### config.mk
export PLATFORM = sky130hd
export DESIGN_NAME = fetch_stage
export DESIGN_NICKNAME = d
export VERILOG_FILES = /design/src/rtl/fetch_stage.sv
export SDC_FILE = /design/constraint.sdc
export NUM_CORES = 1
export LEC_CHECK = 0
export CAP_MARGIN = 0
export CORE_UTILIZATION = 47
export CTS_BUF_LIST = sky130_fd_sc_hd__clkbuf_4
export DETAILED_ROUTE_END_ITERATION = 8
export PLACE_DENSITY = 0.9
export SYNTH_ARGS = -nofsm -noshare
export SYNTH_HDL_FRONTEND = slang
export SYNTH_SLANG_ARGS = --single-unit
### constraint.sdc
create_clock -name clk -period 5.3 [get_ports clk]
set_clock_uncertainty 0.2 [all_clocks]
set_input_delay 1.06 -clock clk [delete_from_list [all_inputs] [get_ports clk]]
set_output_delay 1.06 -clock clk [all_outputs]
set_load 0.01 [all_outputs]
### src/rtl/fetch_stage.sv
// Instruction fetch stage: PC register, imem handshake and the IF/ID pipeline register.
// Handles load-use stalls (HOLD), redirects with an outstanding request (DROP) and flushes.
module fetch_stage #(
    parameter logic [31:0] RESET_PC = 32'h0000_3000,
    parameter logic [31:0] NOP_INST = 32'h0000_0000
) (
    input  logic        clk,
    input  logic        rst,
    input  logic        pc_write,
    input  logic        ifid_write,
    input  logic        flush,
    input  logic        redirect_valid,
    input  logic [31:0] redirect_target,
    output logic        imem_req,
    output logic [31:0] imem_addr,
    input  logic        imem_ready,
    input  logic [31:0] imem_rdata,
    output logic        id_valid,
    output logic [31:0] id_inst,
    output logic [31:0] id_pc,
    output logic [31:0] id_pc_plus4,
    output logic        fetch_busy
);

    typedef enum logic [1:0] {
        FETCH,
        HOLD,
        DROP
    } state_t;

    state_t      state, state_nxt;
    logic        req_en;
    logic [31:0] pc, pc_nxt;
    logic [31:0] drop_addr, drop_addr_nxt;
    logic [31:0] hold_buf, hold_buf_nxt;
    logic [31:0] target;
    logic        load;
    logic [31:0] load_inst;

    assign target = redirect_target & ~32'd3;

    always_comb begin
        state_nxt     = state;
        pc_nxt        = pc;
        drop_addr_nxt = drop_addr;
        hold_buf_nxt  = hold_buf;
        load          = 1'b0;
        load_inst     = hold_buf;
        imem_req      = 1'b0;
        imem_addr     = pc;
        // Nothing is requested until the first edge after reset release.
        if (req_en) begin
            unique case (state)
                FETCH: begin
                    imem_req = 1'b1;
                    if (imem_ready) begin
                        if (redirect_valid) begin
                            pc_nxt = target;
                        end else if (pc_write && ifid_write) begin
                            load      = 1'b1;
                            load_inst = imem_rdata;
                            pc_nxt    = pc + 32'd4;
                        end else begin
                            hold_buf_nxt = imem_rdata;
                            state_nxt    = HOLD;
                        end
                    end else if (redirect_valid) begin
                        drop_addr_nxt = pc;
                        pc_nxt        = target;
                        state_nxt     = DROP;
                    end
                end
                HOLD: begin
                    if (redirect_valid) begin
                        pc_nxt    = target;
                        state_nxt = FETCH;
                    end else if (pc_write && ifid_write) begin
                        load      = 1'b1;
                        load_inst = hold_buf;
                        pc_nxt    = pc + 32'd4;
                        state_nxt = FETCH;
                    end
                end
                DROP: begin
                    // Keep the stale request stable until memory answers, then discard it.
                    imem_req  = 1'b1;
                    imem_addr = drop_addr;
                    if (redirect_valid) pc_nxt = target;
                    if (imem_ready) state_nxt = FETCH;
                end
                default: state_nxt = FETCH;
            endcase
        end
    end

    always_ff @(posedge clk or posedge rst) begin
        if (rst) begin
            state     <= FETCH;
            req_en    <= 1'b0;
            pc        <= RESET_PC;
            drop_addr <= '0;
            hold_buf  <= '0;
        end else begin
            state     <= state_nxt;
            req_en    <= 1'b1;
            pc        <= pc_nxt;
            drop_addr <= drop_addr_nxt;
            hold_buf  <= hold_buf_nxt;
        end
    end

    always_ff @(posedge clk or posedge rst) begin
        if (rst) begin
            id_valid <= 1'b0;
            id_inst  <= NOP_INST;
            id_pc    <= '0;
        end else if (flush) begin
            id_valid <= 1'b0;
            id_inst  <= NOP_INST;
        end else if (ifid_write) begin
            if (load) begin
                id_valid <= 1'b1;
                id_inst  <= load_inst;
                id_pc    <= pc;
            end else begin
                id_valid <= 1'b0;
                id_inst  <= NOP_INST;
            end
        end
    end

    assign id_pc_plus4 = id_pc + 32'd4;
    assign fetch_busy  = (state != FETCH);

endmodule

==> summary.md, run 1 <==
| Metric | Value |
|---|---|
| Slew at the pin closest to its max-slew limit | `1.16 ns` |
| Critical path data required time | `4.04 ns` |
| Number of optimization iterations in the first detailed-route pass | `9` |
| Max capacitance violation total | `0` |
| Cells taking the most area after synthesis | `dfrtp_1, mux2_2, nand2_1` |
| Post-synthesis sequential element count | `164` |
| Leakage component of the power | `4.57 nW` |
| Final cell count without fillers | `1257` |
| CTS Buffer Depth | `2` |
| Most numerous cell types in the synthesized netlist | `dfrtp_1, nand2_1, mux2_2` |
| Hold WC Path Type | `flop to flop` |
| Worst IR Drop VDD | `270 uV` |
| Share of layout cells above drive strength 1 | `14.4%` |
| CTS clock-pin slew for the worst setup and hold paths | `0.13 ns` |
| Nets | `1094` |
| Met2 WL post-DR | `10.7 mm` |
| Global placer's final weighted congestion | `0.902` |
| Proportion of register bits with asynchronous set or reset after synthesis | `100%` |
| Combined area of all synthesized cells | `8460 sq um` |
| Hold Path Stages | `2` |
| Headroom to the max-slew limit | `22.9%` |
| Outcome | `complete, but fails checks` |
| Total of cells resized after clock tree synthesis | `0` |
| Area growth syn-to-layout | `28.2%` |
| Max FO, Critical Path | `7` |
| CP max stage cell | `clkdlybuf4s50_1` |
| Total via count after detailed routing | `7229` |
| Count of warnings emitted by yosys | `0` |
| Die width | `136 um` |
| Total track usage | `25.1%` |
| Via count of the first global-routing pass | `6915` |
| Skew-Pair Late Insertion Delay | `0.57 ns` |
| Total gr overflow | `0` |
| Kind of end point of the critical path | `primary output` |
| Port Buffers | `199` |
| Largest stage delay, worst path | `0.57 ns` |
| Worst Setup Start Kind | `flop` |
| Final worst path period share | `82.0%` |
| Number of antenna violations at the first check in global routing | `2` |
| Post-synth EDFFs | `0` |
| Drt wl/cell | `18.2 um` |
| Fraction of post-synthesis cell area in the top cell type by area | `47.9%` |
| Post-synthesis area per instance | `10.0 sq um` |
| Post-detailed-placement half-perimeter wirelength | `16.2 mm` |
| Met3 WL | `1.79 mm` |
| Number of distinct library cells after synthesis | `60` |
| Cell Count Post-Placement | `1223` |
| Initial standard-cell utilization of the core | `48.6%` |
| # IOs | `202` |
| TritonCTS clock tree | `built` |
| Die footprint | `18500 sq um` |
| Clock net sink count | `164` |
| Setup TNS | `0 ns` |
| H-tree Lvls | `4` |
| Detailed-route wire length on metal 1 | `9.61 mm` |
| Row count | `48` |
| Remaining DRCs | `1` |
| Final max-slew violation count | `0` |
| Power density cells | `473 nW/um^2` |
| Arr. time, crit path | `3.09 ns` |
| Highest metal layer with signal wires | `met4` |
| Cell count after synthesis | `843` |
| Share of the core filled with cells | `62.3%` |
| Worst Reg-to-Reg Cells | `7` |
| Post-CTS setup buffer count | `0` |
| Routed wire length | `22.9 mm` |
| Primary FF master, synth | `dfrtp_1` |
| Final Hold Vio Count | `0` |
| Buffer type at the clock tree root | `clkbuf_4` |
| Cts bufs inserted | `17` |
| Die height | `136 um` |
| Seq/Total Area, Yosys | `48.6%` |
| Kind of critical path | `flop to primary output` |
| Violated checks | `DRC` |
| Finish-stage setup viols | `0` |
| ANT nets after route | `0` |
| Unrepaired setup endpoints after global routing | `false` |
| Largest net degree at the start of global routing | `165` |
| Min Tclk post-route | `4.35 ns` |
| Fmax | `230 MHz` |
| Most common cell in the synthesized netlist | `dfrtp_1` |
| Drt via density | `5.75` |
| Post-placement cell area | `10600 sq um` |
| Post-Synthesis Net Count | `920` |
| Core ar. | `17400 sq um` |
| DRC violation total after the first TritonRoute iteration | `739` |
| Most area-hungry cell type in the Yosys netlist | `dfrtp_1` |
| Overall power consumption | `5.13 mW` |
| Chain of cells forming the critical path | `nand4_1 -> nor4_4 -> and2_0 -> nand3_1 -> xnor2_1 -> clkdlybuf4s50_1` |
| Global-route wire length before repair | `36.1 mm` |
| Hold Buf Count CTS | `0` |
| Final instance area | `10800 sq um` |
-- layer usage --
layer	GRT usage [%]	vias up
li1	-	3342
met1	34.2	3470
met2	38.2	351
met3	5.00	66
met4	12.4	0
met5	0	-
-- metrics by stage --
| step | worst slack, ns | hold slack (ns) |
|---|---|---|
| final | 0.952 | 0.291 |
| after global routing | 0.719 | 0.321 |
| after CTS | 0.880 | 0.299 |
| after detailed placement | 1.38 | 0.268 |
| after global placement | 1.42 | 0.259 |
| after floorplan | 1.96 | 0.246 |
-- placed cells by master (no fill, tap or decap), types with 6 or more instances in the layout --
| cell type | instances |
|---|---|
| nand2_1 | 157 |
| o21ai_0 | 77 |
| dfrtp_1 | 162 |
| clkdlybuf4s50_1 | 199 |
| nand4_1 | 18 |
| inv_1 | 14 |
| and3_1 | 10 |
| a31oi_1 | 11 |
| xnor2_1 | 20 |
| mux2i_1 | 36 |
| ha_1 | 6 |
| clkbuf_4 | 18 |
| a21oi_1 | 16 |
| nor2_1 | 34 |
| o211ai_1 | 6 |
| buf_4 | 10 |
| xor2_1 | 13 |
| a22oi_1 | 8 |
| mux2_2 | 91 |
| nand3_1 | 31 |
-- power by group --
| part | switching (mW) | internal [mW] | leakage [nW] |
|---|---|---|---|
| sequential | 0.506 | 1.69 | 2.13 |
| combinational | 1.06 | 1.25 | 2.31 |
| clock | 0.441 | 0.186 | 0.123 |
| total | 2.00 | 3.13 | 4.57 |
-- cells by family (layout without fill, tap and decap cells) --
| kind of cell | after synthesis | after routing | synth area share, % |
|---|---|---|---|
| simple gates | 291 | 291 | 16.5 |
| flops | 164 | 164 | 48.6 |
| compound gates | 151 | 151 | 10.8 |
| mux | 127 | 127 | 16.4 |
| buf+inv | 70 | 257 | 3.46 |
| xor+xnor | 33 | 33 | 3.42 |
| fa+ha+maj | 6 | 6 | 0.888 |
| other cells | 1 | 3 | 0.0443 |
-- final timing paths --
check                      slack [ns]       start              end
max                              0.95   id_pc[11]  id_pc_plus4[28]
min                              0.29  id_inst[5]       id_inst[5]
max reg2reg                      2.33    state[0]           pc[28]
min reg2reg                      0.29  id_inst[5]       id_inst[5]
max in group asynchronous        3.36         rst        id_pc[19]
min in group asynchronous        0.88         rst     hold_buf[21]
-- final cells by class --
cell class	count	area (sq um)
Timing Repair Buffer	210	2090
Inverter	15	60.1
Tap cell	225	282
Clock buffer	18	135
Clock inverter	14	88.8
Fill cell	1426	6570
Multi-Input combinational cell	609	4080
Sequential cell	164	4110
Antenna cell	2	5.00
-- registers in the layout (all words and copies together) (netlist names) --
name and flops:
drop_addr 32, hold_buf 32, id_inst 32, id_pc 32, id_valid 1, pc 32
req_en 1, state 2
-- critical path, delay by kind of cell (launching register included) --
kind,cells,cell delay (ns)
xor gates and xnor gates,1,0.17
buffers and inverters,1,0.57
and+or+nand+nor,4,1.26
DFF,1,0.52
(Power assumes the default switching activity.)
==> run 2: changes to the inputs <==
Clock period 5.3 ns to 3.9 ns, I/O delays scaled along.
==> run 2 against run 1 <==
  * The flow now finishes without violations
  * Clock-buffer cell count stayed put
  * Critical endpoint is now id_pc_plus4[27]
  * Final cell count up 0.40%
  * Via count up 1.2%
  * Clock power rose by 67%
  * Critical path depth stayed put
  * Global-route usage is 0.48 points higher
  * Core utilization is 0.63 points higher
  * Setup slack worse by 0.83 ns
  * Power grew 40%
  * Sequential power is 35% higher
==> summary.md, run 2 (same netlist as run 1, synthesis figures left out) <==
| Metric | Value |
|---|---|
| Outcome | `finished, final reports clean (was complete, but fails checks)` |
| Power density cells | `655 nW/um^2 (was 473 nW/um^2)` |
| Setup TNS | `0 ns (unchanged)` |
| Routed wire length | `22.9 mm (about the same)` |
| Largest net degree at the start of global routing | `165 (unchanged)` |
| Remaining DRCs | `0 (was 1)` |
| Slew at the pin closest to its max-slew limit | `0.877 ns (was 1.16 ns)` |
| CTS Buffer Depth | `2 (unchanged)` |
| Clock net sink count | `164 (unchanged)` |
| Worst Setup Start Kind | `flop (unchanged)` |
| Worst setup slack after placement | `0.523 ns (was 1.38 ns)` |
| Via count of the first global-routing pass | `7139 (was 6915)` |
| Skew-Pair Late Insertion Delay | `0.57 ns (about the same)` |
| Finish-stage setup viols | `0 (unchanged)` |
| Number of optimization iterations in the first detailed-route pass | `5 (was 9)` |
| Drt wl/cell | `18.2 um (about the same)` |
| Chain of cells forming the critical path | `nand3_1 -> nor4_4 -> nand3_1 -> nor2_1 -> xor2_1 -> clkdlybuf4s50_1 (was nand4_1 -> nor4_4 -> and2_0 -> nand3_1 -> xnor2_1 -> clkdlybuf4s50_1)` |
| Drt via density | `5.80 (was 5.75)` |
| Row count | `48 (unchanged)` |
| Nets | `1099 (was 1094)` |
| Cts bufs inserted | `17 (unchanged)` |
| DRC violation total after the first TritonRoute iteration | `682 (was 739)` |
| Post-detailed-placement half-perimeter wirelength | `16.1 mm (was 16.2 mm)` |
| Fmax | `265 MHz` |
| H-tree Lvls | `4 (unchanged)` |
| Cell Count Post-Placement | `1227 (was 1223)` |
| Final cell count without fillers | `1262 (was 1257)` |
| Global-route wire length before repair | `36.7 mm (was 36.1 mm)` |
| Final worst path period share | `96.8%` |
| Highest-count cells in the layout ignoring fill and taps | `clkdlybuf4s50_1, dfrtp_1, nand2_1 (unchanged)` |
| CTS clock-pin slew for the worst setup and hold paths | `0.12 ns (was 0.13 ns)` |
| Min Tclk post-route | `3.77 ns` |
| Total gr overflow | `0 (unchanged)` |
| Total track usage | `25.6% (was 25.1%)` |
| Buffer type at the clock tree root | `clkbuf_4 (unchanged)` |
| # IOs | `202 (unchanged)` |
| Final Hold Vio Count | `0 (unchanged)` |
| Die height | `136 um (unchanged)` |
| Die footprint | `18500 sq um (unchanged)` |
| Initial standard-cell utilization of the core | `48.6% (unchanged)` |
| Max FO, Critical Path | `7 (unchanged)` |
| Final max-slew violation count | `0 (unchanged)` |
| Leading cell type in the layout, fill and taps excluded | `clkdlybuf4s50_1 (unchanged)` |
| Total via count after detailed routing | `7318 (was 7229)` |
| CP max stage cell | `clkdlybuf4s50_1 (unchanged)` |
| Hold WC Path Type | `flop to flop (unchanged)` |
| Leakage component of the power | `4.63 nW (was 4.57 nW)` |
| Worst IR Drop VDD | `320 uV (was 270 uV)` |
| Headroom to the max-slew limit | `41.5% (was 22.9%)` |
| Critical path data required time | `2.92 ns (was 4.04 ns)` |
| Cell repeated most along the worst path | `nand3_1` |
| ANT nets after route | `0 (unchanged)` |
| Family of cells with the greatest summed delay on the critical path | `simple AND/OR/NAND/NOR gates (unchanged)` |
| Number of antenna violations at the first check in global routing | `2 (unchanged)` |
| Global placer's final weighted congestion | `0.920 (was 0.902)` |
| Kind of critical path | `flop to primary output (unchanged)` |
| Area growth syn-to-layout | `29.5% (was 28.2%)` |
| Die width | `136 um (unchanged)` |
| Kind of end point of the critical path | `primary output (unchanged)` |
| Share of the core filled with cells | `62.9% (was 62.3%)` |
| Arr. time, crit path | `2.79 ns (was 3.09 ns)` |
| Number of fill cells | `1370 (was 1426)` |
| TritonCTS clock tree | `built (unchanged)` |
| Max capacitance violation total | `0 (unchanged)` |
| Number of buffers and inverters on the critical path | `1 (unchanged)` |
| Share of layout cells above drive strength 1 | `15.1% (was 14.4%)` |
| Largest stage delay, worst path | `0.56 ns (was 0.57 ns)` |
| Core ar. | `17400 sq um (unchanged)` |
| Overall power consumption | `7.17 mW (was 5.13 mW)` |
| Hold Buf Count CTS | `0 (unchanged)` |
| Port Buffers | `199 (unchanged)` |
| Final setup slack of the worst path | `0.125 ns (was 0.952 ns)` |
run 2: cell count changes in the layout (fill, tap and decap cells not counted), sizes merged:
| cell | delta |
|---|---|
| bufinv | +3 |
| clkinv | -1 |
| inv | -1 |
| clkinvlp | -1 |
| buf | +5 |
run 2: metrics by stage:
step / cell area, sq um / hold WS [ns]
CTS: 10900 / 0.297
finish: 11000 / 0.289
global route: 11000 / 0.322
global placement: 10600 / 0.258
detailed placement: 10600 / 0.269
floorplan: 8460 / 0.246
run 2: repair_timing:
item	CTS	global route
cloned	0	0
gates resized for setup	2	0
pin swaps	1	1
setup endpoints to repair	8	9
setup buffers	0	1
run 2: metal layers:
metal | track usage [%] | up-vias | routed length, um
li1 | - | 3353 | -
met1 | 34.0 | 3562 | 9660
met2 | 40.3 | 342 | 10900
met3 | 4.62 | 61 | 1630
met4 | 12.6 | 0 | 703
met5 | 0 | - | 0
run 2: worst min-delay path: cells and delay by family (launching register included):
family,cells,cell delay (ns)
compound gates,1,0.06
simple gates,1,0.04
flops,1,0.36
run 2: worst paths after layout:
kind,startpoint,end,slack (ns),depth (start not counted)
setup reg to reg,state[0],pc[6],1.05,6
hold / removal,id_inst[27],id_inst[27],0.29,2
setup / recovery,id_pc[6],id_pc_plus4[27],0.13,6
hold reg to reg,id_inst[27],id_inst[27],0.29,2
min in group asynchronous,rst,hold_buf[25],0.58,3
max in group asynchronous,rst,pc[25],2.27,3
run 2: power by group:
part           switching (mW)  leakage [nW]  total, mW  internal [mW]
Combinational            1.44          2.34       3.16           1.73
Clock                   0.600         0.161       1.05          0.447
Sequential              0.673          2.13       2.96           2.29
Total                    2.71          4.63       7.17           4.47
run 2: final cells by class:
class	instances	area [sq um]	share of cell area [%]
sequential	164	4110	37.5
multi-input combinational	609	4080	37.3
timing repair buffer	215	2120	19.4
tap	225	282	2.57
clock inverter	14	160	1.46
clock buffer	18	135	1.23
inverter	15	60.1	0.548
antenna	2	5.00	0.0457
==> run 3: changes to the inputs <==
Settings changed: CORE_ASPECT_RATIO set to 2.
==> run 3 against run 2 <==
  * First-iteration DRC count fell by 31%
  * Final area rose by 0.32%
  * Final cell count fell by 0.79%
  * Critical path depth did not move
  * Non-clock buffer count rose by 2
  * Wire length rose by 3.1%
  * Sequential power barely moved
  * Register-to-register slack got worse by 0.04 ns
==> summary.md, run 3 (same netlist as run 1, synthesis figures left out) <==
| Metric | Value |
|---|---|
| TritonCTS clock tree | `built (unchanged)` |
| Port Buffers | `199 (unchanged)` |
| Via count of the first global-routing pass | `7301 (was 7139)` |
| ANT nets after route | `0 (unchanged)` |
| CTS clock-pin slew for the worst setup and hold paths | `0.14 ns (was 0.12 ns)` |
| Number of antenna violations at the first check in global routing | `2 (unchanged)` |
| Post-placement cell area | `10600 sq um (unchanged)` |
| DRC violation total after the first TritonRoute iteration | `471 (was 682)` |
| Hold Path Stages | `2 (unchanged)` |
| Min Tclk post-route | `3.72 ns (was 3.77 ns)` |
| Cell Count Post-Placement | `1217 (was 1227)` |
| Number of fill cells | `1440 (was 1370)` |
| # IOs | `202 (unchanged)` |
| Setup TNS | `0 ns (unchanged)` |
| Clock net sink count | `164 (unchanged)` |
| Hold Buf Count CTS | `0 (unchanged)` |
| Buffer type at the clock tree root | `clkbuf_4 (unchanged)` |
| Unrepaired setup endpoints after global routing | `false` |
| Power density cells | `664 nW/um^2 (was 655 nW/um^2)` |
| Drt via density | `5.78 (was 5.80)` |
| Nets | `1101 (was 1099)` |
| Kind of end point of the critical path | `primary output (unchanged)` |
| Slew at the pin closest to its max-slew limit | `0.914 ns (was 0.877 ns)` |
| Routed wire length | `23.6 mm (was 22.9 mm)` |
| Total via count after detailed routing | `7237 (was 7318)` |
| Share of the core filled with cells | `62.1% (was 62.9%)` |
| Initial standard-cell utilization of the core | `47.8% (was 48.6%)` |
| Sequential standard cell area | `4110 sq um (about the same)` |
| Row count | `69 (was 48)` |
| H-tree Lvls | `4 (unchanged)` |
| Final instance area | `11000 sq um (about the same)` |
| Worst IR Drop VDD | `425 uV (was 320 uV)` |
| Global-route wire length before repair | `36.8 mm (was 36.7 mm)` |
| Drt wl/cell | `18.9 um (was 18.2 um)` |
| Final Hold Vio Count | `0 (unchanged)` |
| CTS Buffer Depth | `2 (unchanged)` |
| Headroom to the max-slew limit | `39.0% (was 41.5%)` |
| Number of optimization iterations in the first detailed-route pass | `6 (was 5)` |
| Largest net degree at the start of global routing | `165 (unchanged)` |
| Leading cell type in the layout, fill and taps excluded | `clkdlybuf4s50_1 (unchanged)` |
| Max FO, Critical Path | `32 (was 7)` |
| Total track usage | `25.3% (was 25.6%)` |
| Global placer's final weighted congestion | `0.919 (was 0.920)` |
| Fmax | `269 MHz (was 265 MHz)` |
| Finish-stage setup viols | `0 (unchanged)` |
| Setup slack of the worst register-to-register path | `1.01 ns (was 1.05 ns)` |
| Die width | `96.9 um (was 136 um)` |
| Capture endpoint of the worst hold path | `id_valid (was id_inst[27])` |
| Die height | `192 um (was 136 um)` |
| Kind of critical path | `flop to primary output (unchanged)` |
| Max capacitance violation total | `0 (unchanged)` |
| Skew-Pair Late Insertion Delay | `0.57 ns (about the same)` |
| Post-detailed-placement half-perimeter wirelength | `17.2 mm (was 16.1 mm)` |
| Final worst path period share | `95.5% (was 96.8%)` |
| Crit Reg-Reg Startpoint | `state[0] (unchanged)` |
| Hold WC Path Type | `flop to flop (unchanged)` |
| Beginning of the worst hold path | `id_valid (was id_inst[27])` |
| Share of layout cells above drive strength 1 | `15.6% (was 15.1%)` |
| Area growth syn-to-layout | `29.9% (was 29.5%)` |
| Worst Setup Start Kind | `flop (unchanged)` |
| Remaining DRCs | `0 (unchanged)` |
| Highest-count cells in the layout ignoring fill and taps | `clkdlybuf4s50_1, dfrtp_1, nand2_1 (unchanged)` |
| Area of combinational cells with multiple inputs | `4080 sq um (unchanged)` |
| Worst setup slack after placement | `0.417 ns (was 0.523 ns)` |
| Die footprint | `18600 sq um (was 18500 sq um)` |
| Arr. time, crit path | `2.74 ns (was 2.79 ns)` |
| Final cell count without fillers | `1252 (was 1262)` |
| Final setup slack of the worst path | `0.177 ns (was 0.125 ns)` |
| Final max-slew violation count | `0 (unchanged)` |
| Total gr overflow | `0 (unchanged)` |
| Endpoint of the lowest-slack register-to-register path | `pc[6] (unchanged)` |
| Outcome | `finished, final reports clean (unchanged)` |
| Worst Reg-to-Reg Cells | `6 (unchanged)` |
| Critical path data required time | `2.92 ns (about the same)` |
| Cts bufs inserted | `17 (unchanged)` |
| Leakage component of the power | `4.65 nW (was 4.63 nW)` |
| Core ar. | `17700 sq um (was 17400 sq um)` |
## run 3: how the worst max path moves through the flow
stage                                  to  slack (ns)      start  depth (start not counted)
final                        imem_addr[6]        0.18   state[0]                          6
after CTS                    imem_addr[6]        0.05   state[0]                          6
after global placement    id_pc_plus4[20]        0.46  id_pc[11]                          6
after floorplan              drop_addr[0]        0.84        rst                          1
after detailed placement  id_pc_plus4[30]        0.42  id_pc[11]                          6
after global routing         imem_addr[6]        0.03   state[0]                          6
## run 3: final cells by class
type                       count  area share, %
sequential                   164           37.4
clock buffer                  17           1.16
multi-input combinational    609           37.1
timing repair buffer         217           19.5
antenna                        2         0.0455
tap                          213           2.42
inverter                      15          0.546
clock inverter                15           1.78
## run 3: per-stage QoR
| step | hold WS [ns] | power [mW] |
|---|---|---|
| after floorplan | 0.246 | 4.60 |
| after global placement | 0.259 | 6.05 |
| after detailed placement | 0.269 | 6.20 |
| after CTS | 0.302 | 7.32 |
| after global routing | 0.328 | 7.71 |
| final | 0.298 | 7.30 |
## run 3: timing repair
item	4_1_cts	5_1_grt
pin swaps	1	0
resized for setup	2	4
buffers inserted	1	0
endpoints found under the hold margin	0	0
endpoints found under the setup margin	10	16
## run 3: worst max-delay path, cell delays in order (launching register included)
cell and delay (ns):
dfrtp_1 0.46, inv_1 0.09, ha_1 0.27, nand2_1 0.10, buf_6 0.29, mux2_2 0.38
clkdlybuf4s50_1 0.54
## run 3: per-layer routing
metal	GRT usage, %	part of all wire [%]	vias to the layer above
met4	15.6	4.7	0
met2	47.3	55	283
met3	5.64	5.4	70
li1	-	-	3351
met5	0	0	-
met1	25.1	34	3533
## run 3: power by group
part	switching [mW]	internal (mW)	leakage [nW]	total (mW)
clock network	0.656	0.465	0.172	1.12
registers	0.700	2.29	2.13	2.99
logic	1.45	1.74	2.35	3.19
total	2.81	4.49	4.65	7.30
